--- src/rtl/victim_write_buffer.sv ---
// Eviction buffer between the cache line port and the cacheline adaptor: dirty lines are
// acknowledged at once, fills bypass queued lines and buffered lines forward to matching fills.
module victim_write_buffer #(
    parameter int DEPTH = 2
) (
    input  logic         clk,
    input  logic         reset_n,
    input  logic         mem_read,
    input  logic         mem_write,
    input  logic [31:0]  mem_address,
    input  logic [255:0] mem_wdata,
    output logic [255:0] mem_rdata,
    output logic         mem_resp,
    output logic         pmem_read,
    output logic         pmem_write,
    output logic [31:0]  pmem_address,
    output logic [255:0] pmem_wdata,
    input  logic [255:0] pmem_rdata,
    input  logic         pmem_resp
);
    localparam int PTR_W = (DEPTH > 1) ? $clog2(DEPTH) : 1;
    localparam int CNT_W = $clog2(DEPTH + 1);

    typedef enum logic [1:0] {IDLE, ACK, FILL, DRAIN} state_t;

    state_t           state, state_nxt;
    logic [26:0]      tag_q  [DEPTH];
    logic [255:0]     line_q [DEPTH];
    logic [PTR_W-1:0] head, tail, hit_idx, walk;
    logic [CNT_W-1:0] count;
    logic             full, hit;
    logic             push, pop, load_hit, load_fill;

    function automatic logic [PTR_W-1:0] ptr_inc(input logic [PTR_W-1:0] p);
        return (p == PTR_W'(DEPTH - 1)) ? '0 : p + 1'b1;
    endfunction

    assign full = (count == CNT_W'(DEPTH));

    // Walk from oldest to newest so the last match wins: reads see the most recent eviction.
    always_comb begin
        hit     = 1'b0;
        hit_idx = head;
        walk    = head;
        for (int i = 0; i < DEPTH; i++) begin
            if (CNT_W'(i) < count && tag_q[walk] == mem_address[31:5]) begin
                hit     = 1'b1;
                hit_idx = walk;
            end
            walk = ptr_inc(walk);
        end
    end

    assign push      = (state == IDLE) && !mem_read && mem_write && !full;
    assign pop       = (state == DRAIN) && pmem_resp;
    assign load_hit  = (state == IDLE) && mem_read && hit;
    assign load_fill = (state == FILL) && pmem_resp;

    always_ff @(posedge clk or negedge reset_n) begin
        if (!reset_n) begin
            state <= IDLE;
        end else begin
            state <= state_nxt;
        end
    end

    // Read is checked first so an illegal read+write pair resolves as a read.
    always_comb begin
        state_nxt = state;
        case (state)
            IDLE: begin
                if (mem_read) begin
                    state_nxt = hit ? ACK : FILL;
                end else if (mem_write) begin
                    state_nxt = full ? DRAIN : ACK;
                end else if (count != '0) begin
                    state_nxt = DRAIN;
                end
            end
            ACK:     state_nxt = IDLE;
            FILL:    if (pmem_resp) state_nxt = ACK;
            DRAIN:   if (pmem_resp) state_nxt = IDLE;
            default: state_nxt = IDLE;
        endcase
    end

    always_comb begin
        mem_resp     = (state == ACK);
        pmem_read    = (state == FILL);
        pmem_write   = (state == DRAIN);
        pmem_address = (state == FILL) ? {mem_address[31:5], 5'b0} : {tag_q[head], 5'b0};
        pmem_wdata   = line_q[head];
    end

    always_ff @(posedge clk or negedge reset_n) begin
        if (!reset_n) begin
            head  <= '0;
            tail  <= '0;
            count <= '0;
        end else if (push) begin
            tail  <= ptr_inc(tail);
            count <= count + 1'b1;
        end else if (pop) begin
            head  <= ptr_inc(head);
            count <= count - 1'b1;
        end
    end

    // Line storage carries no reset; validity is tracked solely by head/count.
    always_ff @(posedge clk) begin
        if (push) begin
            tag_q[tail]  <= mem_address[31:5];
            line_q[tail] <= mem_wdata;
        end
    end

    always_ff @(posedge clk or negedge reset_n) begin
        if (!reset_n) begin
            mem_rdata <= '0;
        end else if (load_hit) begin
            mem_rdata <= line_q[hit_idx];
        end else if (load_fill) begin
            mem_rdata <= pmem_rdata;
        end
    end

endmodule

--- config.mk ---
export PLATFORM = sky130hd
export DESIGN_NAME = victim_write_buffer
export DESIGN_NICKNAME = d
export VERILOG_FILES = /design/src/rtl/victim_write_buffer.sv
export SDC_FILE = /design/constraint.sdc
export NUM_CORES = 1
export LEC_CHECK = 0
export CAP_MARGIN = 20
export CORE_AREA = 2 2 431 433
export DETAILED_ROUTE_END_ITERATION = 8
export DIE_AREA = 0 0 433 435
export HOLD_SLACK_MARGIN = 0.1
export PLACE_DENSITY = 0.46
export SKIP_LAST_GASP = 1
export SLEW_MARGIN = 20
export SYNTH_ARGS = -nofsm -noshare
export SYNTH_HDL_FRONTEND = slang
export SYNTH_SLANG_ARGS = --single-unit
--- constraint.sdc ---
create_clock -name clk -period 20.4 [get_ports clk]
set_input_delay 5.1 -clock clk [delete_from_list [all_inputs] [get_ports clk]]
set_output_delay 5.1 -clock clk [all_outputs]
set_load 0.03 [all_outputs]
==> out/metrics.cfg <==
[synthesis]
syn_area_per_cell_um2=14.3
synth_common_cells=566 x edfxtp_1, 310 x mux2i_1, 262 x dfrtp_1
synth_top_area_share=0.479
synth_most_common_cell=edfxtp_1
synth_top_area_cell=edfxtp_1
ys_seq_area_frac=0.664
ys_types=33
synthTopCellsByArea=edfxtp_1 48%, dfrtp_1 18%, mux2i_1 8.7%
synth-edff-count=566
ys_warn_count=0
async_reset_ff_frac=0.316
syn_inst=2487
syn_area_um2=35500
synthFlopType=edfxtp_1
ys_seq_elements=828

[floorplanning]
die-width_um=433
num_rows=158
ios=1096
die_h_um=435
fp.dieArea_um2=188000
coreArea_um2=184000
start_util=0.193

[detailed_routing]
wl_per_cell_um=27.2
viasPerCell=4.11
vias=25249
wirelength_um=167000
drt_iter0_drc=1453
first_pass_iters=5
drc=0
postRouteAntennaNets=0

[worst_setup_path]
worst-path-stages=4
cp_max_fo=5
required_ns=15.30
crit_path_frequent_cell=clkdlybuf4s50_1
critPathKind=in2out
cp-start-kind=primary input
critical_path_buf_inv_count=2
cp_top_family=buffers and inverters
end_kind=output pin
slowest_stage=clkdlybuf4s50_1
arrival_ns=6.75
worst_path_largest_cell_delay_ns=0.78
r2r_cells=12
path_cells=clkdlybuf4s50_1 > nor2_1 > a21oi_1 > clkdlybuf4s50_1

[place]
gp_congestion=0.926
dp_slack_ns=8.57
port_buffers=1085
place_hpwl_um=124000

[grt]
grt_max_degree=107
grt-ovfl-total=0
grt_pass1_vias=25854
grt_use_total=0.173
antenna_found_initial=52
grt_pass1_wl_um=224000

[layout]
final-seq-area_um2=23600
nNetsFinal=4112
fill_cells=18918
multiInputGateArea_um2=10300
syn2layout_area_growth_pct=48.2
post-route-util=0.286
drive_gt1_frac=0.125

[sta]
fin_setup_tns_ns=0
slew_headroom=0.313
finalCritPeriodShare=0.581
min_period_ns=11.85
rsz0062_at_grt=false
report.final.slew_viol_count=0
worst_slew_pin_slew_ns=1.03
setup_ws_ns=8.55
hold_violations=0
setup_viol=0
skew_ns=0.0393
fmax_mhz=84.4

[run_status]
status=complete, no violations

[power]
irDropWorstVdd_mv=0.0775
pwr_density_cell_nw_per_um2=152
sw_frac_of_total=0.410
pwr-share-clk=0.227
p_comb_frac=0.473
power.leakage_nw=19.6
switching_power_mw=3.28
intPower_mw=4.72
power.sequential.fraction=0.300

[hold_path]
holdPathStages=1
hp-class=reg2reg

[clock_network]
clkTransAtPathRegs_ns=0.05
insertion_delay_ns=0.73
numCtsBuffers=100
ctsResizeCount=0
cts_buffer_depth=3
cts.sinks=828
post_cts_buffers=0
tritoncts=yes
cts_root_buf=clkbuf_16
ctsHoldBuffers=0
cts-htree-levels=3

[run]
drv_cap=0

metrics by stage:
step / hold slack, ns / power (mW) / instances / area [um^2]
after floorplan: 0.468 / 4.54 / 2491 / 35500
after global placement: 0.535 / 6.26 / 5938 / 49200
after detailed placement: 0.540 / 6.27 / 5938 / 49200
after CTS: 0.551 / 8.13 / 6126 / 52500
after global routing: 0.601 / 8.35 / 6141 / 52600
final: 0.549 / 8.00 / 6145 / 52600
final cells by class:
cell class,count,area share
clock buffers,145,0.0543
diodes,19,0.000904
clock inverters,43,0.00897
well taps,2480,0.0590
inverters,261,0.0186
flip-flops and latches,828,0.448
repair buffers,1125,0.214
multi-input cells,1244,0.196
worst register-to-register path, delay by kind of cell, from the launching register on:
kind	cells	cell delay, ns
buffers and inverters	4	2.97
flip-flops	1	0.98
multiplexers	2	0.96
AND/OR/NAND/NOR	3	0.94
XOR/XNOR	2	0.33
AO/OA/AOI/OAI	1	0.21
cell families after synthesis:
logic type | share of synthesized area
DFF | 0.664
other | 0.000106
xor gates and xnor gates | 0.0143
buffers and inverters | 0.0469
adders and majority gates | 0.00106
and+or+nand+nor | 0.0362
muxes | 0.169
AOI/OAI and AO/OA | 0.0689
layer usage:
metal	track usage	wire, um	up-vias
met4	0.0472	3890	18
met2	0.296	83700	756
met3	0.0577	12200	208
met5	0	115	-
met1	0.204	67400	12869
li1	-	-	11398
sequential cells by signal (all words and copies together), names as in the netlist:
register / cells
line_q: 512
head: 1
mem_rdata: 256
tail: 1
count: 2
tag_q: 54
state: 2
path summary, 6_finish.rpt:
path                                 start                to  slack, ns
hold reg to reg                       tail              tail       0.55
hold / removal                        tail              tail       0.55
min in group asynchronous          reset_n    mem_rdata[117]       4.36
max in group asynchronous          reset_n    mem_rdata[212]      13.10
setup reg to reg                      head     mem_rdata[25]      13.86
setup / recovery           mem_address[17]  pmem_address[17]       8.55
placed cells by master (no fill, tap or decap), types with 2 or more instances in the layout:
master	synthesis	layout
clkbuf_1	87	30
clkbuf_16	0	103
diode_2	0	19
nand4_1	8	8
xor2_1	24	24
o221ai_1	256	256
clkinv_16	0	2
edfxtp_1	566	566
inv_6	0	2
clkdlybuf4s50_1	0	1084
nor2_4	0	3
a211o_1	2	2
conb_1	1	5
ha_1	3	3
xnor2_1	34	33
clkinvlp_4	0	2
mux2_2	256	256
o21ai_0	3	3
bufinv_16	0	7
nor4_1	8	8
clkinv_1	0	9
inv_1	261	261
a21oi_1	27	27
buf_4	10	34
mux2i_1	310	310
clkbuf_8	0	12
buf_12	0	6
clkinv_2	0	18
nor2_1	35	32
dfrtp_1	262	261
nand3_1	2	2
nand2_1	260	260
power groups by stage:
stage          clock network (mW)  logic (mW)  registers, mW
2_1_floorplan                   0        1.64           2.90
3_3_place_gp                    0        3.85           2.42
3_5_place_dp                    0        3.84           2.43
4_1_cts                      1.87        3.86           2.40
5_1_grt                      1.94        3.98           2.44
6_report                     1.82        3.79           2.40
Power figures use the tool's default switching activity.
